**config.mk**
```make
export PLATFORM = sky130hd
export DESIGN_NAME = int_service
export DESIGN_NICKNAME = d
export VERILOG_FILES = /design/src/rtl/int_service.sv
export SDC_FILE = /design/constraint.sdc
export NUM_CORES = 1
export LEC_CHECK = 0
export ABC_AREA = 1
export BUFFER_PORTS_ARGS = -buffer_cell sky130_fd_sc_hd__buf_2
export CORE_UTILIZATION = 35
export DETAILED_ROUTE_END_ITERATION = 8
export PLACE_DENSITY_LB_ADDON = 0.05
export SLEW_MARGIN = 25
export SYNTH_ARGS = -nofsm -noshare
export SYNTH_HDL_FRONTEND = slang
export SYNTH_SLANG_ARGS = --single-unit
```
**constraint.sdc**
```tcl
create_clock -name clk -period 3.4 [get_ports clk]
set_input_delay 0.34 -clock clk [delete_from_list [all_inputs] [get_ports clk]]
set_output_delay 0.34 -clock clk [all_outputs]
set_load 0.005 [all_outputs]
```
**src/rtl/int_service.sv**
```systemverilog
// int_service: arbitrates masked interrupt requests by two-level priority and tracks in-service levels
module int_service #(
    parameter logic [15:0] VEC_BASE   = 16'h0003,
    parameter int unsigned VEC_STRIDE = 8
) (
    input  logic        clk,
    input  logic        rst_n,
    input  logic [4:0]  interupt,
    input  logic [4:0]  IP,
    input  logic        boundary,
    input  logic        reti,
    input  logic        ack,
    output logic        int_req,
    output logic [15:0] vector,
    output logic [4:0]  clr_flag,
    output logic [1:0]  in_service
);
    typedef enum logic {IDLE, REQ} state_t;
    state_t state, state_next;
    logic [4:0] elig, hi, pick;
    logic [2:0] win, idx;
    logic       lvl, accept, done;
    logic [1:0] is_next;

    assign int_req = (state == REQ);
    assign done    = (state == REQ) && ack;

    // Eligibility, winner selection, next state and next in-service levels
    always_comb begin
        elig = in_service[1] ? 5'b0 : in_service[0] ? (interupt & IP) : interupt;
        hi = elig & IP;
        pick = |hi ? hi : elig;
        win = 3'd0;
        for (int i = 4; i >= 0; i--) if (pick[i]) win = 3'(i);
        accept = (state == IDLE) && boundary && !reti && |elig;
        state_next = accept ? REQ : done ? IDLE : state;
        is_next = reti ? (in_service[1] ? {1'b0, in_service[0]} : 2'b00) : in_service;
        if (done) is_next[lvl] = 1'b1;
    end

    // State, latched winner, vector, flag-clear strobe and in-service registers
    always_ff @(posedge clk or negedge rst_n) begin
        if (!rst_n) begin
            state      <= IDLE;
            idx        <= 3'd0;
            lvl        <= 1'b0;
            vector     <= 16'd0;
            clr_flag   <= 5'd0;
            in_service <= 2'b00;
        end else begin
            state      <= state_next;
            in_service <= is_next;
            clr_flag   <= (done && idx != 3'd4) ? (5'd1 << idx) : 5'd0;
            if (accept) begin
                idx    <= win;
                lvl    <= |hi;
                vector <= VEC_BASE + 16'(VEC_STRIDE * win);
            end
        end
    end
endmodule

```
Yosys cells after proc, flatten, opt, wreduce, memory -nomap -nowiden:

Index checks and enable logic that the tools add are counted.
W data, S select, Z words.

* register bits: 28
* output and inout bits: 24
* word-level logic and storage cells: 41

* $add $sub $neg: 1
* order comparisons: 2
* equal/unequal tests: 1
* shift operators: 1
* multiplexer cells: 16
* bitwise logic cells: 4
* reduce and logical (&&, ||, !) cells: 10

Operators by type and width (count)
* $mux W5: 4
* $mux W3: 5
* $and A5 B5 Y5: 2
* $reduce_or A5 Y1: 2
* $add A2 B6 Y7 const A: 1
* $logic_and A1 B1 Y1: 6
* $shl A1 B3 Y5 const A: 1
* $mux W1: 4
* $mux W2: 2
* $ne A3 B3 Y1 const B: 1
* $lt A1 B2 Y1 const B: 1
* $or A2 B2 Y2: 1
* $reduce_bool A2 Y1: 1
* $demux W1 S1: 1
* $ge A1 B1 Y1 const B: 1
* $logic_not A1 Y1: 1
* $not A1 Y1: 1

Depth between registers and ports, before layout:

Gate-level depths: netlist (run 1).

* depth after elaboration: 12
* gate-level depth with buffers: 11
* mapped depth without buffers: 11

Least setup slack after synthesis (run 1):

No wires, ideal clock.

* kind: register to register
* from: register in_service[1]
* to: register idx[0]
* library setup time: 0.116 ns
* arrival: 1.193 ns
* required time: 3.284 ns
* path slack: 2.091 ns
* stages on the path, launching flop included: 12
* clock period less this slack: 1.309 ns
* path through: dfrtp_1 -> inv_4 -> nand3_4 -> nand2_2 -> nor2_4 -> nand3_2 -> nand2_1 -> inv_1 -> nand2_1 -> nand2_1 -> nand2_1 -> nand2_1

* cells in the longest elaborated chain, start to end: 8

Ends and longest elaborated chain
* start, declared: line 16 `output logic [1:0] in_service`
* start signal, assigned: line 52 `in_service <= is_next;`
* $mux W5 (*): line 30 `elig = in_service[1] ? 5'b0 : in_service[0] ? (interupt & IP) : interupt;`
* $and A5 B5 Y5: line 31 `hi = elig & IP;`
* $reduce_or A5 Y1: line 32 `pick = |hi ? hi : elig;`
* $mux W5: line 32
* $mux W3 (4 in series): line 34 `for (int i = 4; i >= 0; i--) if (pick[i]) win = 3'(i);`
* end signal, assigned: line 55 `idx <= win;`
* end, declared: line 21 `logic [2:0] win, idx;`

Mark *: on every way between the ends. The rest lies on a longest branch, timed or not.
A chain may end at the register's enable or synchronous reset.

Worst setup path in the final report (run 1):

Ends and elaborated chain as after synthesis.

==> summary.txt, run 1 <==
Floorplan
  • CORE AREA: 0.00221 mm2
  • IO Count: 39
  • Row count: 17
  • Die area: 0.00255 mm2
  • Die width: 50.5 um
  • DIE HEIGHT: 50.5 um
  • Starting Density: 37.2%

Pwr
  • Switching part of the total: 35.0%
  • Worst vdd rail ir drop: 0.195 mV
  • PwrDens: 428 mW/mm2
  • Switch Pwr: between 100 and 150 uW
  • Clk network pwr share: 21.8%
  • Sequential Power Share: 47.4%
  • LEAKAGE: 0.000571 uW
  • Int Power: around 270 uW
  • Combinational power share: 30.8%

Outcome
  • Status: finished, final reports clean

Hold path
  • Hold Crit Start: reti
  • Worst Hold Class: in2reg
  • WHS Path Cells: 2
  • Hold path endpoint: in_service[1]

Clock network
  • Setup Buffers After CTS: 0
  • TritonCTS Buffers: 3
  • TritonCTS Sinks: 13
  • Clk Tree Root Cell: clkbuf_4
  • Post_cts resized: 0
  • Worst-path clk slew: about 0.07 ns
  • CTS tree: yes
  • Skew-Pair Late Insertion Delay: 0.26 ns
  • # H-tree levels: 1
  • Hold_buf cts: 1
  • Max Buffers Root-to-Sink: 2

Global route
  • Total Routing Usage GR: 13.1%
  • First-pass GRT wire length: around 2500 um
  • Vias in the first global route: 597
  • Largest net degree at the start of global routing: 14
  • Remaining global-route overflow: 0
  • Initial antenna violation count: 0

STA
  • Final hold vios: 0
  • Max Clk Rate: 685 MHz
  • Final worst slack: 1.94 ns
  • Setup TNS: 0 ns
  • Setup Skew: between 0.0004 and 0.0005 ns
  • Final min period: about 1.5 ns
  • Slew Limit Fails: 0
  • Final period utilization: 43.0%
  • RSZ-0062 raised after global routing: no
  • Setup violations, final: 0

Drt
  • WL final: approximately 1500 um
  • Drt drc: 0
  • Via/cell ratio: 4.20
  • Drt wl/cell: 9.33 um
  • DR pass1 iterations: 4
  • Antenna Nets Post-Route: 0
  • Via Count: around 700
  • Iter 0 DRT Violations: 6

Layout
  • Final nets: approximately 150
  • Commonest non-fill, non-tap cell in the layout: buf_2
  • Most frequent cells in the layout: buf_2, nand2_1, inv_1, dfrtp_1, conb_1
  • Final Non-Filler Cells: 166
  • Ant diodes: 0
  • P&R area growth vs syn: 19.1%
  • Fillcell total: 239
  • Final Util: between 40% and 50%
  • Layout cell share with drive strength beyond 1: 31.2%

Worst setup path
  • CP max FO: 8
  • Worst Setup End Kind: flip-flop
  • Worst reg2reg endpoint: idx[0]
  • Crit path max-delay family: simple AND/OR/NAND/NOR gates
  • Reg2reg start: in_service[1]
  • Worst setup SP type: flip-flop
  • Worst endpoint required time: 3.56 ns
  • Crit-path cells: inv_4 -> nand3_2 -> nand2_2 -> nor2_4 -> nand3_2 -> nand2_1 -> inv_1 -> nand2_1 -> nand2_1 -> nand2_1 -> nand2_1
  • CP arrival: 1.63 ns
  • Worst R2R Path Depth: 11
  • Crit-path most repeated cell: nand2_1
  • Slowest CP cell: dfrtp_1
  • Crit path buffers/inverters: 2
  • CP startpoint: in_service[1]
  • Reg2Reg Setup Slack: 1.94 ns
  • Slowest stage delay, CP: 0.52 ns
  • Setup CP Type: reg2reg

Logic synthesis
  • Syn Inst Count: 107
  • Yosys warnings: 0
  • Syn Area/Cell: 7.69 um2
  • Mapped cell area: 823 um2
  • Sequential area share after synthesis: between 30% and 40%
  • Synth Register Bits: 13
  • Netlist cell types: 20

Placement
  • Final GP Congestion: 0.799
  • Place WS: 1.95 ns
  • Placed Cells: 161
  • Port bufs: 27
  • DP Wirelength: 1270 um

Flow run
  • Max cap viols: 0
[area by class of cell]
cell class | instances | area (um2) | share of cell area (%)
multi-input cells | 77 | 387 | 39.4
flip-flops and latches | 13 | 325 | 33.2
repair buffers | 28 | 145 | 14.8
inverters | 16 | 62.6 | 6.38
well taps | 28 | 35.0 | 3.57
clock buffers | 4 | 26.3 | 2.68
[per-layer routing]
layer	vias to the layer above	global-route usage (%)	wire (um)
met1	299	17.5	765
met5	-	0	0
met3	2	0.909	56
met2	20	20.9	712
met4	0	6.94	15
li1	377	-	-
[power by group through the flow]
stage | Combinational, uW | Sequential [uW] | Clock [uW]
6_report | 129 | 199 | 91.4
5_1_grt | 150 | 202 | 98.4
2_1_floorplan | 90.1 | 200 | 0
4_1_cts | 131 | 199 | 94.2
3_5_place_dp | 130 | 201 | 0
3_3_place_gp | 131 | 202 | 0
[metrics by stage]
step | area (um2) | power, uW | hold WS (ns)
finish | 981 | 419 | 0.260
global route | 981 | 450 | 0.262
CTS | 981 | 424 | 0.252
detailed placement | 945 | 331 | 0.241
global placement | 945 | 333 | 0.238
floorplan | 865 | 290 | 0.0444
[cells by family after synthesis]
logic type,after synthesis,synth area share (%)
simple gates,56,35.1
buf+inv,28,18.5
flops,13,39.5
compound gates,9,6.38
other cells,1,0.455
[state kept, by name, indices dropped and copies added, names as in the netlist]
| name | count |
|---|---|
| clr_flag | 5 |
| idx | 3 |
| in_service | 2 |
| int_req | 1 |
| lvl | 1 |
| vector | 1 |
[Yosys cell counts, drive strengths merged]
cell,count,area share (%)
nor3,6,3.6
o211ai,1,1.5
nand2,24,12
conb,1,0.46
inv,16,7.6
o21ai,8,4.9
nand4,1,0.76
nand3,13,12
or2,2,1.5
dfrtp,13,40
buf,12,11
nor2,10,5.5
[worst max-delay path by stage]
stage | end | depth (start not counted)
global placement | idx[2] | 9
global route | idx[0] | 11
CTS | idx[0] | 11
detailed placement | idx[0] | 11
floorplan | idx[0] | 11
finish | idx[0] | 11
Note: power is estimated with default switching activity, not from simulation.
==> run 2, diff against run 1 <==
==> constraint.sdc (replaced) <==
create_clock -name clk -period 1.4 [get_ports clk]
set_input_delay 0.14 -clock clk [delete_from_list [all_inputs] [get_ports clk]]
set_output_delay 0.14 -clock clk [all_outputs]
set_load 0.005 [all_outputs]
==> run 2 against run 1 <==
Compared with the run above: design area is 11% higher; sequential share of layout area fell by 3.2 points; wire length is 16% higher; worst setup slack got worse by 1.9 ns; global-route usage grew 0.98 points; core utilization is 4.9 points higher; total power rose to 2.6 times the previous value; via count is 11% higher; critical path depth is 1 lower; worst hold slack worse by 0.20 ns; register-to-register slack got worse by 1.9 ns; flip-flop and latch count did not move.
==> summary.txt, run 2 (synthesis gave the netlist of run 1 again) <==
Global route
  • Vias in the first global route: 640 (+7.2%)
  • Initial antenna violation count: 0 (unchanged)
  • Largest net degree at the start of global routing: 14 (unchanged)
  • Remaining global-route overflow: 0 (unchanged)
  • First-pass GRT wire length: 2700 um (+8.0%)
  • Total Routing Usage GR: 14.0% (+0.98 points)

Placement
  • Port bufs: 27 (unchanged)
  • Place WS: -0.0273 ns (-1.97 ns)
  • Final GP Congestion: 0.862 (+7.8%)
  • DP Wirelength: 1360 um (+7.6%)
  • Placed Cells: 165 (+2.5%)

Worst setup path
  • Worst setup SP type: flip-flop
  • Slowest stage delay, CP: 0.46 ns (-0.06 ns)
  • Setup CP Type: reg2reg
  • Crit-path cells: buf_4 -> nor2_1 -> o21ai_1 -> nand2_1 -> nor2_1 -> nand2_1 -> nand2_2 -> buf_4 -> nand2_1 -> nand2_1
  • Slowest CP cell: dfrtp_2
  • Worst endpoint required time: 1.57 ns (-1.99 ns)
  • Crit-path most repeated cell: nand2_1
  • CP max FO: 6 (-2)
  • CP arrival: 1.57 ns (-0.06 ns)
  • Worst Setup End Kind: flip-flop

Floorplan
  • CORE AREA: 0.00221 mm2 (unchanged)
  • Row count: 17 (unchanged)
  • Die area: 0.00255 mm2 (unchanged)
  • Starting Density: 37.2% (unchanged)
  • DIE HEIGHT: 50.5 um (unchanged)
  • Die width: 50.5 um (unchanged)
  • IO Count: 39 (unchanged)

STA
  • Final worst slack: 0.000853 ns (-1.94 ns)
  • Final min period: 1.40 ns (-0.0616 ns)
  • RSZ-0062 raised after global routing: yes
  • Final period utilization: 99.9% (+57 points)
  • Setup violations, final: 0 (unchanged)
  • Min Hold Slack: 0.0576 ns (-0.203 ns)
  • Max Clk Rate: 715 MHz (+4.4%)
  • Final hold vios: 0 (unchanged)
  • Setup Skew: 0.00160 ns (+0.00115 ns)
  • Slew Limit Fails: 0 (unchanged)
  • Setup TNS: 0 ns (unchanged)

Outcome
  • Status: finished, final reports clean

Hold path
  • Worst Hold Class: in2reg

Drt
  • Via/cell ratio: 4.43 (+5.3%)
  • Drt drc: 0 (unchanged)
  • WL final: 1800 um (+16%)
  • Iter 0 DRT Violations: 9 (+3)
  • Antenna Nets Post-Route: 0 (unchanged)
  • Via Count: 775 (+11%)
  • Drt wl/cell: 10.3 um (+10%)
  • DR pass1 iterations: 4 (unchanged)

Pwr
  • LEAKAGE: 0.000616 uW (+7.9%)
  • Worst vdd rail ir drop: 0.408 mV (+110%)
  • PwrDens: 1020 mW/mm2 (+140%)

Layout
  • Final Non-Filler Cells: 175 (+5.4%)
  • Top reg by flops: clr_flag
  • Most frequent cells in the layout: buf_2, nand2_1, inv_1, conb_1, dfrtp_1
  • P&R area growth vs syn: 32.2%
  • Layout cell share with drive strength beyond 1: 39.5% (+8.3 points)
  • Ant diodes: 0 (unchanged)
  • Biggest regs: clr_flag: 5 flops, idx: 3 flops, in_service: 2 flops
  • Fillcell total: 237 (-0.84%)
  • Final nets: 163 (+5.8%)
  • Max reg flops: 5 (unchanged)
  • Commonest non-fill, non-tap cell in the layout: buf_2

Flow run
  • Max cap viols: 0 (unchanged)

Clock network
  • TritonCTS Sinks: 13 (unchanged)
  • Max Buffers Root-to-Sink: 2 (unchanged)
  • Skew-Pair Late Insertion Delay: 0.27 ns (about the same)
  • Clk Tree Root Cell: clkbuf_4
  • CTS tree: yes
  • TritonCTS Buffers: 3 (unchanged)
  • # H-tree levels: 1 (unchanged)
  • Worst-path clk slew: 0.08 ns (about the same)
==> run 2: cell types whose count changed in the layout (fill, tap and decap cells not counted), sizes merged <==
cell    before  now
buf         27   36
inv         16   15
clkinv       0    1
==> run 2: layout make-up <==
| cell class | instances | area (um2) | area share [%] |
|---|---|---|---|
| Tap cell | 28 | 35.0 | 3.22 |
| Inverter | 16 | 65.1 | 5.98 |
| Sequential cell | 13 | 327 | 30.0 |
| Multi-Input combinational cell | 77 | 423 | 38.9 |
| Clock buffer | 4 | 26.3 | 2.41 |
| Timing Repair Buffer | 37 | 213 | 19.5 |
==> run 2: final timing paths <==
| kind | slack (ns) | endpoint | cells after the start | startpoint |
|---|---|---|---|---|
| setup / recovery | 0.0009 | idx[0] | 10 | in_service[1] |
| hold / removal | 0.06 | in_service[1] | 2 | reti |
| min in group asynchronous | 0.29 | int_req | 2 | rst_n |
| setup reg to reg | 0.0009 | idx[0] | 10 | in_service[1] |
| hold reg to reg | 0.49 | vector[1] | 1 | vector[1] |
| max in group asynchronous | 0.86 | in_service[1] | 2 | rst_n |
==> run 2: worst max-delay path: cells and delay by family, from the launching register on <==
family	cells	cell delay, ns
simple gates	7	0.46
compound gates	1	0.07
flops	1	0.46
buf+inv	2	0.30
==> run 2: repair_timing <==
item                                    CTS  global route
hold buffers                              1             0
hold endpoints to repair                 13             0
resized for setup                         1            13
buffers inserted                          0             5
pin swaps                                 0             2
endpoints found under the setup margin    4             6
==> run 2: metrics by stage <==
step / instance area, um2 / total power [uW] / util, %
3_5_place_dp: 975 / 829 / 44.1
6_report: 1090 / 1110 / 49.2
3_3_place_gp: 975 / 834 / 44.1
4_1_cts: 1010 / 1070 / 45.8
5_1_grt: 1090 / 1190 / 49.2
2_1_floorplan: 865 / 704 / -
==> run 2: where the power goes <==
| group | internal (uW) | switching, uW |
|---|---|---|
| Combinational | 173 | 225 |
| Clock | 110 | 120 |
| Sequential | 428 | 51.1 |
==> run 2: metal layers <==
| layer | global-route usage [%] | routed length, um | vias to the layer above |
|---|---|---|---|
| met5 | 0 | 0 | - |
| met4 | 6.94 | 15 | 0 |
| met3 | 1.21 | 66 | 2 |
| met2 | 22.4 | 935 | 26 |
| met1 | 18.9 | 778 | 351 |
| li1 | - | - | 396 |
==> run 3, diff against run 2 <==
--- a/config.mk
+++ b/config.mk
@@ -10,6 +10,7 @@
 export CORE_UTILIZATION = 35
 export DETAILED_ROUTE_END_ITERATION = 8
 export PLACE_DENSITY_LB_ADDON = 0.05
+export SETUP_SLACK_MARGIN = 0.15
 export SLEW_MARGIN = 25
 export SYNTH_ARGS = -nofsm -noshare
 export SYNTH_HDL_FRONTEND = slang
==> run 3 against run 2 <==
Compared with the run above: clock skew hardly changed; final cell count fell by 1.7%; core utilization is 0.57 points lower; total power decreased by 0.42%; first-iteration DRC count increased by 33%; via count is 0.65% lower; design area is 1.1% lower; worst hold slack got worse by 0.014 ns; global-route usage increased by 0.93 points; clock power increased by 2%; largest power group unchanged; highest routed layer unchanged.
==> summary.txt, run 3 (synthesis gave the netlist of run 1 again) <==
Outcome
  • Status: finished, final reports clean

Clock network
  • Max Buffers Root-to-Sink: 2 (unchanged)
  • Skew-Pair Late Insertion Delay: 0.28 ns (about the same)
  • TritonCTS Sinks: 13 (unchanged)
  • Worst-path clk slew: 0.08 ns (about the same)
  • TritonCTS Buffers: 3 (unchanged)
  • # H-tree levels: 1 (unchanged)
  • Clk Tree Root Cell: clkbuf_4
  • CTS tree: yes

Floorplan
  • DIE HEIGHT: 50.5 um (unchanged)
  • IO Count: 39 (unchanged)
  • Row count: 17 (unchanged)
  • CORE AREA: 0.00221 mm2 (unchanged)
  • Die area: 0.00255 mm2 (unchanged)
  • Starting Density: 37.2% (unchanged)
  • Die width: 50.5 um (unchanged)

Layout
  • Fillcell total: 239 (+0.84%)
  • Final Non-Filler Cells: 172 (-1.7%)
  • Top reg by flops: clr_flag
  • Layout cell share with drive strength beyond 1: 39.6% (+0.13 points)
  • Final Util: 48.6% (-0.57 points)
  • Design area: 0.00108 mm2 (-1.1%)
  • Final nets: 160 (-1.8%)
  • P&R area growth vs syn: 30.7%
  • Most frequent cells in the layout: buf_2, nand2_1, inv_1, conb_1, dfrtp_1
  • Biggest regs: clr_flag: 5 flops, idx: 3 flops, in_service: 2 flops
  • Ant diodes: 0 (unchanged)
  • Commonest non-fill, non-tap cell in the layout: buf_2
  • Max reg flops: 5 (unchanged)

Worst setup path
  • Crit path max-delay family: simple AND/OR/NAND/NOR gates
  • Slowest stage delay, CP: 0.47 ns (about the same)
  • Slowest CP cell: dfrtp_2
  • Worst setup SP type: flip-flop
  • Worst Setup End Kind: flip-flop
  • Crit path buffers/inverters: 1 (-1)
  • Crit-path cells: inv_6 -> nand3_4 -> nand2_2 -> nor2_4 -> nand3_1 -> nand2_2 -> nor2_2 -> nand3_1 -> nand2_1
  • CP arrival: 1.53 ns (-0.04 ns)
  • Setup CP Type: reg2reg
  • CP max FO: 8 (+2)
  • Worst endpoint required time: 1.57 ns (about the same)

Global route
  • Vias in the first global route: 668 (+4.4%)
  • Total Routing Usage GR: 15.0% (+0.93 points)
  • Initial antenna violation count: 0 (unchanged)
  • First-pass GRT wire length: 2790 um (+3.3%)
  • Remaining global-route overflow: 0 (unchanged)
  • Largest net degree at the start of global routing: 14 (unchanged)

Drt
  • Via Count: 770 (-0.65%)
  • Antenna Nets Post-Route: 0 (unchanged)
  • Via/cell ratio: 4.48 (+1.1%)
  • Iter 0 DRT Violations: 12 (+3)
  • Drt drc: 0 (unchanged)
  • DR pass1 iterations: 4 (unchanged)
  • WL final: 1760 um (-1.9%)
  • Drt wl/cell: 10.2 um (-0.18%)

STA
  • Final period utilization: 96.8% (-3.1 points)
  • RSZ-0062 raised after global routing: yes
  • Setup violations, final: 0 (unchanged)
  • Final hold vios: 0 (unchanged)
  • Setup Skew: 0.00121 ns (-0.000397 ns)
  • Final min period: 1.36 ns (-0.0433 ns)
  • Max Clk Rate: 738 MHz (+3.2%)
  • Slew Limit Fails: 0 (unchanged)

Pwr
  • Worst vdd rail ir drop: 0.477 mV (+17%)
  • Tot Pwr: 1100 uW (-0.42%)
  • LEAKAGE: 0.000605 uW (-1.9%)
  • PwrDens: 1020 mW/mm2 (+0.74%)

Placement
  • Placed Cells: 161 (-2.4%)
  • Port bufs: 27 (unchanged)
  • Placed instance area: 950 um2 (-2.6%)
  • DP Wirelength: 1330 um (-2.8%)
  • Final GP Congestion: 0.843 (-2.1%)

Hold path
  • Worst Hold Class: in2reg

Flow run
  • Max cap viols: 0 (unchanged)
## run 3: layout make-up
class,count,area (um2),area share (%)
clock buffers,4,26.3,2.44
multi-input cells,77,433,40.2
flip-flops and latches,13,327,30.3
well taps,28,35.0,3.26
inverters,16,65.1,6.05
repair buffers,34,190,17.7
## run 3: per-layer routing
metal	wire length [um]	global-route usage, %	share of wire [%]	up-vias
met5	0	0	0	-
met4	42	10.6	2.4	0
met3	101	1.21	5.7	4
met2	865	26.4	49	32
met1	752	16.8	43	343
li1	-	-	-	391
## run 3: repair_timing
item	CTS	global route
hold buffers	1	0
endpoints found under the setup margin	6	6
pin swaps	3	0
hold endpoints to repair	13	0
gates resized for setup	8	2
buffers inserted	6	0
## run 3: power breakdown
part,switching (uW),total [uW],internal [uW]
registers,54.9,483,428
clock network,125,236,111
logic,221,384,163
total,401,1100,701
## run 3: stage by stage
step | setup TNS, ns | setup WS (ns) | hold slack (ns)
2_1_floorplan | 0 | 0.150 | -0.156
3_3_place_gp | -0.00173 | -0.00173 | 0.0434
3_5_place_dp | 0 | 0.0149 | 0.0461
4_1_cts | 0 | 0.0561 | 0.0450
5_1_grt | -0.255 | -0.0791 | 0.0684
6_report | 0 | 0.0442 | 0.0434
## run 3: final timing paths
kind | start | endpoint | slack, ns | cells after the start
min in group asynchronous | rst_n | clr_flag[1] | 0.27 | 2
max reg2reg | in_service[1] | idx[2] | 0.04 | 9
min reg2reg | idx[2] | idx[2] | 0.50 | 2
max | in_service[1] | idx[2] | 0.04 | 9
min | reti | in_service[1] | 0.04 | 2
max in group asynchronous | rst_n | in_service[1] | 0.88 | 2
